$ cat src/rtl/al_accel_acc_ctrl.sv
// Per-pixel strobe sequencer for the accumulation matrix: REQ -> LOAD -> WRITE -> (WAIT_DI -> SUM) x n -> OUT -> DONE.
// 7 cycles start-to-done at n=1, +2 per extra channel group; out_valid holds until out_ready, enb=0 freezes and zeroes outputs.
module al_accel_acc_ctrl #(
    parameter int CH_W = 8
) (
    input  logic            clk,
    input  logic            reset,
    input  logic            enb,
    input  logic            start,
    input  logic [CH_W-1:0] num_ch,
    input  logic            bps_valid,
    input  logic            di_valid,
    input  logic            out_ready,
    output logic            bps_rd_req,
    output logic            acc_matrix_bps_load,
    output logic            acc_matrix_bps_write,
    output logic            acc_matrix_inter_sum_write,
    output logic            out_valid,
    output logic            busy,
    output logic            done,
    output logic [CH_W-1:0] ch_cnt
);

    typedef enum logic [2:0] {
        IDLE    = 3'd0,
        REQ     = 3'd1,
        LOAD    = 3'd2,
        WRITE   = 3'd3,
        WAIT_DI = 3'd4,
        SUM     = 3'd5,
        OUT     = 3'd6,
        DONE    = 3'd7
    } state_t;

    typedef struct packed {
        logic rd_req;
        logic load;
        logic write;
        logic sum;
        logic out;
        logic busy;
        logic done;
    } flags_t;

    state_t          state;
    state_t          state_nxt;
    logic [CH_W-1:0] cnt_q;
    logic [CH_W-1:0] cnt_nxt;
    logic [CH_W-1:0] cnt_inc;
    logic [CH_W-1:0] n_q;
    logic [CH_W-1:0] n_nxt;
    flags_t          flags_q;

    function automatic flags_t decode(input state_t s);
        flags_t f;
        f        = '0;
        f.rd_req = (s == REQ);
        f.load   = (s == LOAD);
        f.write  = (s == WRITE);
        f.sum    = (s == SUM);
        f.out    = (s == OUT);
        f.busy   = (s != IDLE);
        f.done   = (s == DONE);
        return f;
    endfunction

    assign cnt_inc = cnt_q + {{(CH_W-1){1'b0}}, 1'b1};

    always_comb begin
        state_nxt = state;
        cnt_nxt   = cnt_q;
        n_nxt     = n_q;
        unique case (state)
            IDLE: begin
                if (start) begin
                    state_nxt = REQ;
                    cnt_nxt   = '0;
                    // zero channel groups still produces one accumulation
                    n_nxt     = (num_ch == '0) ? {{(CH_W-1){1'b0}}, 1'b1} : num_ch;
                end
            end
            REQ:     if (bps_valid) state_nxt = LOAD;
            LOAD:    state_nxt = WRITE;
            WRITE:   state_nxt = WAIT_DI;
            WAIT_DI: if (di_valid) state_nxt = SUM;
            SUM: begin
                cnt_nxt   = cnt_inc;
                state_nxt = (cnt_inc == n_q) ? OUT : WAIT_DI;
            end
            OUT:     if (out_ready) state_nxt = DONE;
            DONE:    state_nxt = IDLE;
            default: state_nxt = IDLE;
        endcase
    end

    // Output flags are registered alongside the state so they always match it.
    always_ff @(posedge clk or posedge reset) begin
        if (reset) begin
            state   <= IDLE;
            cnt_q   <= '0;
            n_q     <= '0;
            flags_q <= '0;
        end else if (enb) begin
            state   <= state_nxt;
            cnt_q   <= cnt_nxt;
            n_q     <= n_nxt;
            flags_q <= decode(state_nxt);
        end
    end

    assign bps_rd_req                 = enb & flags_q.rd_req;
    assign acc_matrix_bps_load        = enb & flags_q.load;
    assign acc_matrix_bps_write       = enb & flags_q.write;
    assign acc_matrix_inter_sum_write = enb & flags_q.sum;
    assign out_valid                  = enb & flags_q.out;
    assign busy                       = enb & flags_q.busy;
    assign done                       = enb & flags_q.done;
    assign ch_cnt                     = enb ? cnt_q : '0;

endmodule

$ cat config.mk
export PLATFORM = sky130hd
export DESIGN_NAME = al_accel_acc_ctrl
export DESIGN_NICKNAME = d
export VERILOG_FILES = /design/src/rtl/al_accel_acc_ctrl.sv
export SDC_FILE = /design/constraint.sdc
export NUM_CORES = 1
export LEC_CHECK = 0
export ABC_AREA = 1
export BUFFER_PORTS_ARGS = -buffer_cell sky130_fd_sc_hd__clkbuf_2
export CAP_MARGIN = 20
export CORE_UTILIZATION = 45
export DETAILED_ROUTE_END_ITERATION = 8
export PLACE_DENSITY_LB_ADDON = 0.08
export SLEW_MARGIN = 20
export SYNTH_ARGS = -nofsm -noshare
export SYNTH_HDL_FRONTEND = slang
export SYNTH_SLANG_ARGS = --single-unit
$ cat constraint.sdc
create_clock -name clk -period 1.5 [get_ports clk]
set_input_delay 0 -clock clk [delete_from_list [all_inputs] [get_ports clk]]
set_output_delay 0 -clock clk [all_outputs]
set_load 0.005 [all_outputs]
-- Word level (Yosys, flattened, before mapping)
Index checks and enable logic that the tools add are counted.
- $add $sub $neg: 1
- equality and inequality tests: 15
- muxes and demuxes: 10
- bitwise logic cells: 7
- reductions and logical operators: 6
- operators with widths (cell ; number):
    8-bit 2-to-1 mux ; 3
    3-bit one-hot mux with 8 select lines ; 1
    3-bit == test (second input constant) ; 7
    8-bit one-hot mux with 2 select lines ; 1
    3-bit by 2-bit == test with 1-bit output (second input constant) ; 4
    3-bit 2-to-1 mux ; 4
    8-bit by 1-bit adder with 8-bit output (second input constant) ; 1
    8-bit == test ; 1
    8-bit logical NOT ; 1
    1-bit AND ; 7
    3-bit by 1-bit == test with 1-bit output (second input constant) ; 2
    3-bit AND reduction ; 2
    3-bit logical NOT ; 1
    3-bit nonzero test ; 1
    2-bit 2-to-1 mux ; 1
    2-bit inequality test (second input constant) ; 1
    2-bit nonzero test ; 1
- register bits: 26
- logic and storage cells: 49

-- Logic depth before layout (Yosys ltp)
Gate-level depths: netlist (run 1).
- depth after elaboration: 5
- gate-level depth with buffers: 13
- depth with buffers taken out: 13

-- Worst setup path after synthesis (run 1)
Ideal clock, no wire load.
- path kind: reg2reg
- start point: reg cnt_q[0]
- end point: reg flags_q[6] in the netlist's numbering
- library setup time: 0.119 ns
- arrival: 1.387 ns
- required time: 1.381 ns
- setup slack: -0.006 ns
- cell stages (with the launch flop): 12
- cells stage by stage: dfrtp_1 ha_1 nand2_2 inv_1 nand2_1 nand2_1 nand2_1 nand3_2 nor2_2 nand3_2 nand4_1 nand2_1
- word-level cells in the longest chain between the ends: 5
- ends and longest elaborated chain (element ; line ; RTL):
    start: declaration ; 47 ; logic [CH_W-1:0] cnt_q;
    start signal: assignment ; 105 ; cnt_q <= cnt_nxt;
    8-bit by 1-bit adder with 8-bit output ; 67 ; assign cnt_inc = cnt_q + {{(CH_W-1){1'b0}}, 1'b1};
    8-bit == test ; 88 ; state_nxt = (cnt_inc == n_q) ? OUT : WAIT_DI;
    2-bit 2-to-1 mux ; 88 ;
    3-bit one-hot mux with 8 select lines ; 73 ; unique case (state)
    3-bit by 1-bit == test with 1-bit output ; 57 ; f.rd_req = (s == REQ);
    end signal: assignment ; 107 ; flags_q <= decode(state_nxt);
    end: declaration ; 52 ; flags_t flags_q;
No other way between the ends.
A chain may end at the register's enable or synchronous reset.

-- Worst setup path in the final report (run 1)
- start point: reg cnt_q[1]
- end point: reg state[1]
- word-level cells in the longest chain between the ends: 4
- ends and longest elaborated chain (element ; line ; RTL):
    8-bit by 1-bit adder with 8-bit output ; 67 ;
    8-bit == test ; 88 ;
    2-bit 2-to-1 mux ; 88 ;
    3-bit one-hot mux with 8 select lines ; 73 ;
    end signal: assignment ; 104 ; state <= state_nxt;
    end: declaration ; 45 ; state_t state;
No other way between the ends.

==> results of run 1 <==
[state kept, by name (all words and copies together) (netlist names)]
signal and count:
cnt_q 8, state 3, n_q 8, flags_q 7
[routing by layer]
| metal | vias up | wire length, um | track usage, % |
|---|---|---|---|
| met1 | 753 | 1960 | 33.3 |
| met3 | 4 | 167 | 2.94 |
| li1 | 825 | - | - |
| met5 | - | 0 | 0 |
| met4 | 0 | 31 | 9.09 |
| met2 | 51 | 1880 | 35.6 |
[cells in the final DEF (no fill, tap or decap), drive strengths merged]
master        n
a21boi        1
buf          17
bufinv        1
clkbuf       32
dfrtp        26
dlygate4sd3  12
ha            1
inv          41
nand2        84
nand3        22
nand4         5
nor2         16
nor3          3
o21ai        14
o22ai         6
or2           1
xnor2         1
xor2          1
[per-stage QoR]
| stage | util, % | setup TNS (ns) | total power [mW] | hold WS (ns) |
|---|---|---|---|---|
| 3_3_place_gp | 55.3 | -0.0897 | 2.27 | 0.0577 |
| 2_1_floorplan | - | 0 | 1.86 | 0.0400 |
| 6_report | 63.7 | -0.443 | 2.99 | 0.0511 |
| 5_1_grt | 63.7 | -0.572 | 3.22 | 0.0720 |
| 3_5_place_dp | 55.3 | -0.158 | 2.27 | 0.0619 |
| 4_1_cts | 61.2 | -0.102 | 2.84 | 0.0370 |
[area by class of cell]
type / instances / share of cell area (%)
well taps: 46 / 2.69
clock inverters: 1 / 1.40
flip-flops and latches: 26 / 30.5
repair buffers: 58 / 18.7
multi-input cells: 155 / 38.4
inverters: 41 / 7.31
clock buffers: 3 / 1.05
[where the power goes]
group	switching [mW]	internal [mW]	total [mW]	leakage, nW
sequential	0.188	0.934	1.12	0.338
combinational	0.758	0.613	1.37	0.849
clock	0.230	0.270	0.500	0.0279
total	1.18	1.82	2.99	1.21
[worst max-delay path by stage]
stage / end / slack, ns / cells after the start
6_report: state[1] / -0.13 / 10
5_1_grt: flags_q[2] / -0.16 / 10
4_1_cts: flags_q[1] / -0.03 / 12
3_5_place_dp: state[1] / -0.04 / 12
3_3_place_gp: flags_q[6] / -0.03 / 11
2_1_floorplan: flags_q[6] / 0.007 / 9
[worst max-delay path, delay by kind of cell, from the launching register on]
family	cells	cell delay (ns)
and+or+nand+nor	8	0.74
xor gates and xnor gates	1	0.10
DFF	1	0.45
adders and majority gates	1	0.29
[logic make-up (layout without fill, tap and decap cells)]
family                     after synthesis  count (layout)
adders and majority gates                1               1
and+or+nand+nor                        131             131
xor gates and xnor gates                 2               2
AOI/OAI and AO/OA                       21              21
buffers and inverters                   46             103
DFF                                     26              26
[what timing repair did]
action                                  CTS  global route
endpoints found under the setup margin    4            11
resized for setup                         4            21
hold buffers                             13             0
endpoints found under the hold margin    41             0
pin swaps                                 2            14
setup buffers                             0             4
cloned                                    0             0
==> qor.yml, run 1 <==
flow_run:
  cap_viol_max_count: 0
synthesis:
  synthCells: 227
  synth-compound-area-share_pct: 7.27
  avgSynthCellArea_sq_um: 6.97
  synth.top_cell.area_share_pct: 41.1
  ys_seq_area_share_pct: 41.1
  synth_top_family_by_area: "simple AND/OR/NAND/NOR gates"
  synth-edff-count: 0
  ys.flop_type: "dfrtp_1"
  yosysMostFrequentCell: "nand2_1"
  ys_seq_elements: 26
  async_flop_share_pct: 100
  syn-num-nets: 243
  synth_area_leader_cell: "dfrtp_1"
  synth_area_leaders: "dfrtp_1 41%, nand2_1 19%, inv_1 9.0%, nand3_1 5.1%, o21ai_0 4.4%"
  synth_xor_xnor_area_share_pct: 1.11
  synthAdderAreaFrac_pct: 0.791
  ys_warn_count: 0
  syn_area_sq_mm: 0.00158
  synth_cell_types: 22
  synthMuxAreaShare_pct: 0
  yosys.area_share.simple_pct: 38.3
  synth_common_cells: "80 x nand2_1, 38 x inv_1, 26 x dfrtp_1, 16 x nand3_1, 14 x o21ai_0"
detailed_routing:
  drc: 0
  totalWireLength_um: 4040
  ant_nets: 0
  via_per_inst: 4.95
  first_iter_violations: 69
  wl_per_cell_um: 12.2
  dr.pass1.iters: 4
  via_count: 1633
worst_setup_path:
  cp_common_cell: "nand2_1"
  worstPathMaxFanout: 3
  crit_arrival_ns: 1.91
  crit_required_ns: 1.78
  critical_path.max_stage_delay_ns: 0.45
  r2r_cells: 10
  critical_path_class: "reg -> reg"
  r2r_slack_ns: -0.13
  cp-end-kind: "register"
  critPathLaunch: "cnt_q[1]"
  r2r-start: "cnt_q[1]"
  crit_chain: "ha_4, xnor2_2, nand3_1, nor2_1, nand2_1, nor2_4, nand3_2, nand2_2, nand2_1, nand2_1"
  startpoint_type: "register"
  cp_slowest_cell: "dfrtp_1"
  rr_endpoint: "state[1]"
cells_and_area:
  fill_cells: 328
  ff_latch_area_sq_um: 652
  syn_to_final_growth_pct: 35.3
  finalNonFillerCells: 330
  insertedDiodeCount: 0
  multiInputGateArea_sq_um: 822
  finalInstanceArea_sq_mm: 0.00214
  nets: 301
  drive_gt1_share_pct: 29.9
pwr:
  worst_ir_drop_vdd_mv: 0.726
  leakage_nw: 1.21
  power_density_mw_per_mm2: 1400
placement:
  gp_congestion: 0.800
  dpl_cell_area_sq_mm: 0.00186
  io_buffer_count: 29
  place_inst: 310
  dp_hpwl_um: 2710
  post-place-ws_ns: -0.0411
clocking:
  tritoncts: "yes"
  htree_num_levels: 1
  root_buffer: "clkbuf_4"
  cts_sinks: 26
  clk_pin_slew_ns: 0.15
  clk_path_buf_depth: 2
  numCtsBuffers: 3
  insertion_delay_ns: 0.33
hold_path:
  min_from: "out_ready"
  hold_depth: 3
  min_to: "flags_q[4]"
  hold_class: "in -> reg"
timing:
  finalClockSkew_ns: 0.00235
  drv_slew: 0
  fin_crit_sh_pct: 108
  fmax_mhz: 615
  worst_pin_slew_ns: 0.341
  grt_setup_unrepaired: "true"
  fin_ws_ns: -0.127
  setup-violations-final: 4
  min_period_ns: 1.63
  max-slew-margin-rel_pct: 77.3
  final-hold-violation-count: 0
global_route:
  antenna_found_initial: 0
  globalRouteOverflowTotal: 0
  track_usage_pct: 23.2
  grt_max_degree: 27
  grt_pass1_vias: 1413
  grt_pass1_wl_um: 6300
die:
  rows: 21
  ios: 30
  die_h_um: 61.3
  die_x_um: 61.3
  dieArea_sq_mm: 0.00376
  start_util_pct: 47.1
  core_area_sq_mm: 0.00336
outcome:
  violations: "setup timing"
  status: "complete, but fails checks"
Power figures use the tool's default switching activity.
==> run 2: changes to the inputs <==
--- a/config.mk
+++ b/config.mk
@@ -6,10 +6,12 @@
 export NUM_CORES = 1
 export LEC_CHECK = 0
 export ABC_AREA = 1
-export BUFFER_PORTS_ARGS = -buffer_cell sky130_fd_sc_hd__clkbuf_2
 export CAP_MARGIN = 20
+export CORE_MARGIN = 2
 export CORE_UTILIZATION = 45
 export DETAILED_ROUTE_END_ITERATION = 8
+export DONT_BUFFER_PORTS = 1
+export HOLD_SLACK_MARGIN = 0.03
 export PLACE_DENSITY_LB_ADDON = 0.08
 export SLEW_MARGIN = 20
 export SYNTH_ARGS = -nofsm -noshare
==> qor.yml, run 2 (same netlist as run 1, synthesis figures left out) <==
outcome:
  status: "complete, but fails checks"
  violations: "hold timing, setup timing"
detailed_routing:
  dr.pass1.iters: 5
  first_iter_violations: 110
  ant_nets: 0
  totalWireLength_um: 4060
  via_per_inst: 5.07
  drc: 0
  via_count: 1536
  wl_per_cell_um: 13.4
pwr:
  worst_ir_drop_vdd_mv: 0.858
  totalPowerFinal_mw: 2.90
  power_density_mw_per_mm2: 1430
  leakage_nw: 1.08
timing:
  min_period_ns: 1.57
  final-hold-violation-count: 7
  setup-violations-final: 4
  timing.hold.ws_ns: -0.254
  totalNegativeSetupSlack_ns: -0.259
  drv_slew: 0
  worst_pin_slew_ns: 0.349
  fin_crit_sh_pct: 105
  max-slew-margin-rel_pct: 76.8
  fmax_mhz: 637
  fin_ws_ns: -0.0694
  grt_setup_unrepaired: "true"
  finalClockSkew_ns: 0.00794
worst_setup_path:
  critical_path_class: "reg -> reg"
  crit_arrival_ns: 1.83
  cp-end-kind: "register"
  startpoint_type: "register"
  r2r-start: "cnt_q[2]"
  r2r_slack_ns: -0.07
  worstPathMaxFanout: 7
  crit_required_ns: 1.76
  critPathLaunch: "cnt_q[2]"
clocking:
  htree_num_levels: 1
  numCtsBuffers: 3
  insertion_delay_ns: 0.34
  cts_sinks: 26
  tritoncts: "yes"
  root_buffer: "clkbuf_4"
  clk_path_buf_depth: 2
  clk_pin_slew_ns: 0.16
die:
  die_h_um: 63.3
  die_x_um: 63.3
  ios: 30
  start_util_pct: 47.1
  dieArea_sq_mm: 0.00401
  rows: 21
  core_area_sq_mm: 0.00336
hold_path:
  min_from: "enb"
  hold_class: "in -> reg"
cells_and_area:
  syn_to_final_growth_pct: 28.2
  fill_cells: 326
  nets: 274
  reg.largest.list: "cnt_q (8), n_q (8), flags_q (7)"
  drive_gt1_share_pct: 20.6
  final_util_pct: 60.3
  final_common_cell: "nand2_1"
  insertedDiodeCount: 0
  final_cell_mix: "71 x nand2_1, 38 x inv_1, 25 x dfrtp_1"
global_route:
  track_usage_pct: 21.5
  grt_pass1_wl_um: 6770
  antenna_found_initial: 0
  globalRouteOverflowTotal: 0
  grt_max_degree: 27
  grt_pass1_vias: 1446
flow_run:
  cap_viol_max_count: 0
placement:
  gp_congestion: 0.947
  dp_hpwl_um: 2820
  io_buffer_count: 0
==> run 2: area by class of cell <==
type                    count  area, sq um  share of cell area [%]
inverters                  41          154                    7.58
multi-input cells         155          831                    40.9
well taps                  46         57.6                    2.84
flip-flops and latches     26          652                    32.1
repair buffers             31          283                    13.9
clock inverters             1         30.0                    1.48
clock buffers               3         22.5                    1.11
==> run 2: per-layer routing <==
| metal | vias to the layer above | GRT usage (%) | wire [um] |
|---|---|---|---|
| met5 | - | 0 | 0 |
| met4 | 0 | 8.42 | 38 |
| li1 | 768 | - | - |
| met1 | 730 | 30.2 | 1920 |
| met2 | 34 | 33.8 | 2000 |
| met3 | 4 | 2.68 | 95 |
==> run 2: worst paths after layout <==
check | cells after the start | endpoint
worst max-delay path | 11 | flags_q[2]
worst min-delay path | 1 | state[2]
worst max register to register | 11 | flags_q[2]
worst min register to register | 2 | flags_q[5]
max in group asynchronous | 3 | state[2]
min in group asynchronous | 3 | cnt_q[7]
==> run 2: per-stage QoR <==
step                cells  instance area (sq um)  worst slack, ns
finish                303                   2030          -0.0694
global route          303                   2030           -0.195
CTS                   300                   1950          -0.0474
detailed placement    281                   1710          -0.0606
global placement      281                   1710          -0.0549
floorplan             227                   1590          0.00688
==> run 2: critical path, stage by stage (launching register included) <==
cell	delay, ns
dfrtp_1	0.53
nand2_4	0.11
nor2_8	0.21
nand2_1	0.10
nand2_2	0.08
nand2_2	0.06
nor2_2	0.08
nor2_2	0.04
nand3_2	0.09
nand2_2	0.07
nand2_1	0.07
nand2_1	0.04
==> run 2: power by group <==
group | leakage, nW | total [mW] | internal [mW] | switching [mW]
Clock | 0.0279 | 0.505 | 0.271 | 0.234
Sequential | 0.339 | 1.13 | 0.936 | 0.191
Combinational | 0.716 | 1.27 | 0.576 | 0.696
==> run 2: timing repair <==
item,in CTS,in global routing
endpoints found under the hold margin,52,15
gates resized for setup,6,16
buffers inserted,1,0
pin swaps,3,6
hold buffers,14,3
cloned,0,0
setup endpoints to repair,4,12
==> run 3: changes to the inputs <==
--- a/config.mk
+++ b/config.mk
@@ -11,7 +11,7 @@
 export CORE_UTILIZATION = 45
 export DETAILED_ROUTE_END_ITERATION = 8
 export DONT_BUFFER_PORTS = 1
-export HOLD_SLACK_MARGIN = 0.03
+export HOLD_SLACK_MARGIN = 0.02
 export PLACE_DENSITY_LB_ADDON = 0.08
 export SLEW_MARGIN = 20
 export SYNTH_ARGS = -nofsm -noshare
==> constraint.sdc (replaced) <==
create_clock -name clk -period 1.5 [get_ports clk]
set_input_delay 0.375 -clock clk [delete_from_list [all_inputs] [get_ports clk]]
set_output_delay 0.375 -clock clk [all_outputs]
set_load 0.005 [all_outputs]
==> qor.yml, run 3 (same netlist as run 1, synthesis figures left out) <==
timing:
  worst_pin_slew_ns: 0.347
  min_period_ns: 1.56
  setup-violations-final: 4
  drv_slew: 0
  fin_ws_ns: -0.0595
  fmax_mhz: 641
  finalClockSkew_ns: 0.00228
  timing.hold.ws_ns: 0.127
  grt_setup_unrepaired: "true"
  fin_crit_sh_pct: 104
  final-hold-violation-count: 0
  max-slew-margin-rel_pct: 76.9
pwr:
  worst_ir_drop_vdd_mv: 0.849
  totalPowerFinal_mw: 2.84
  power_density_mw_per_mm2: 1510
  leakage_nw: 1.03
clocking:
  numCtsBuffers: 3
  tritoncts: "yes"
  cts_sinks: 26
  clk_pin_slew_ns: 0.15
  insertion_delay_ns: 0.34
  root_buffer: "clkbuf_4"
  clk_path_buf_depth: 2
  htree_num_levels: 1
die:
  die_h_um: 63.3
  ios: 30
  die_x_um: 63.3
  core_area_sq_mm: 0.00336
  start_util_pct: 47.1
  rows: 21
  dieArea_sq_mm: 0.00401
outcome:
  status: "complete, but fails checks"
  violations: "setup timing"
detailed_routing:
  via_per_inst: 5.17
  dr.pass1.iters: 4
  via_count: 1484
  wl_per_cell_um: 13.3
  totalWireLength_um: 3820
  first_iter_violations: 84
  drc: 0
  ant_nets: 0
global_route:
  grt_pass1_vias: 1412
  antenna_found_initial: 0
  grt_pass1_wl_um: 6570
  grt_max_degree: 27
  globalRouteOverflowTotal: 0
  track_usage_pct: 20.8
cells_and_area:
  reg.largest.list: "cnt_q (8), n_q (8), flags_q (7)"
  final_common_cell: "nand2_1"
  nets: 258
  syn_to_final_growth_pct: 18.4
  final_cell_mix: "71 x nand2_1, 38 x inv_1, 24 x dfrtp_1"
  ff_latch_area_sq_um: 653
  drive_gt1_share_pct: 22.4
  fill_cells: 329
  insertedDiodeCount: 0
  multiInputGateArea_sq_um: 831
worst_setup_path:
  crit_required_ns: 1.75
  startpoint_type: "register"
  worstPathMaxFanout: 7
  cp-end-kind: "register"
  critical_path_class: "reg -> reg"
  crit_arrival_ns: 1.81
placement:
  dp_hpwl_um: 2820
  gp_congestion: 0.947
  io_buffer_count: 0
flow_run:
  cap_viol_max_count: 0
hold_path:
  hold_class: "in -> reg"
## run 3: cell count changes in the layout (fill, tap and decap cells not counted)
cell / before / now
dfrtp_2: 1 / 2
dfrtp_1: 25 / 24
dlygate4sd3_1: 17 / 1
buf_6: 2 / 3
buf_4: 12 / 11
## run 3: critical path: stages, from the launching register on
cell and delay, ns:
dfrtp_1 0.43, buf_6 0.14, nand2_4 0.06, nor2_8 0.21
nand2_1 0.10, nand2_2 0.08, nand2_2 0.06, nor2_2 0.08
nor2_2 0.04, nand3_2 0.09, nand2_2 0.07, nand2_1 0.07
nand2_1 0.04
## run 3: final cells by class
cell class	instances	area share, %
flip-flops and latches	26	34.8
repair buffers	15	6.74
inverters	41	8.21
well taps	46	3.07
multi-input cells	155	44.3
clock buffers	3	1.20
clock inverters	1	1.60
## run 3: routing by layer
layer,track usage (%),vias up,wire [um],share of wire [%]
li1,-,732,-,-
met1,28.7,699,1730,45
met2,33.0,46,1840,48
met3,2.86,7,171,4.5
met4,8.42,0,82,2.1
met5,0,-,0,0
## run 3: where the power goes
part / total [mW] / switching (mW) / leakage [nW] / internal, mW
Sequential: 1.13 / 0.191 / 0.337 / 0.937
Combinational: 1.21 / 0.678 / 0.662 / 0.531
Clock: 0.500 / 0.230 / 0.0279 / 0.271
## run 3: timing repair
action,in CTS,in global routing
hold endpoints to repair,26,0
cloned,0,0
setup buffers,1,0
setup endpoints to repair,4,12
pin swaps,3,6
resized for setup,6,18
hold buffers,1,0
## run 3: path summary, 6_finish.rpt
path | startpoint | slack, ns | cells after the start | end
worst min-delay path | enb | 0.13 | 1 | state[0]
max in group asynchronous | reset | 0.71 | 3 | cnt_q[2]
worst max-delay path | cnt_q[1] | -0.06 | 12 | flags_q[2]
worst max register to register | cnt_q[1] | -0.06 | 12 | flags_q[2]
min in group asynchronous | reset | 0.52 | 3 | cnt_q[5]
worst min register to register | flags_q[2] | 0.50 | 2 | flags_q[2]
## run 3: metrics by stage
| stage | cell area (sq um) | setup TNS (ns) | setup WS [ns] | cells | util (%) |
|---|---|---|---|---|---|
| 2_1_floorplan | 1590 | 0 | 0.00688 | 227 | - |
| 3_3_place_gp | 1710 | -0.164 | -0.0549 | 281 | 51.0 |
| 3_5_place_dp | 1710 | -0.215 | -0.0606 | 281 | 51.0 |
| 4_1_cts | 1820 | -0.157 | -0.0474 | 287 | 54.0 |
| 5_1_grt | 1870 | -0.664 | -0.180 | 287 | 55.7 |
| 6_report | 1870 | -0.224 | -0.0595 | 287 | 55.7 |
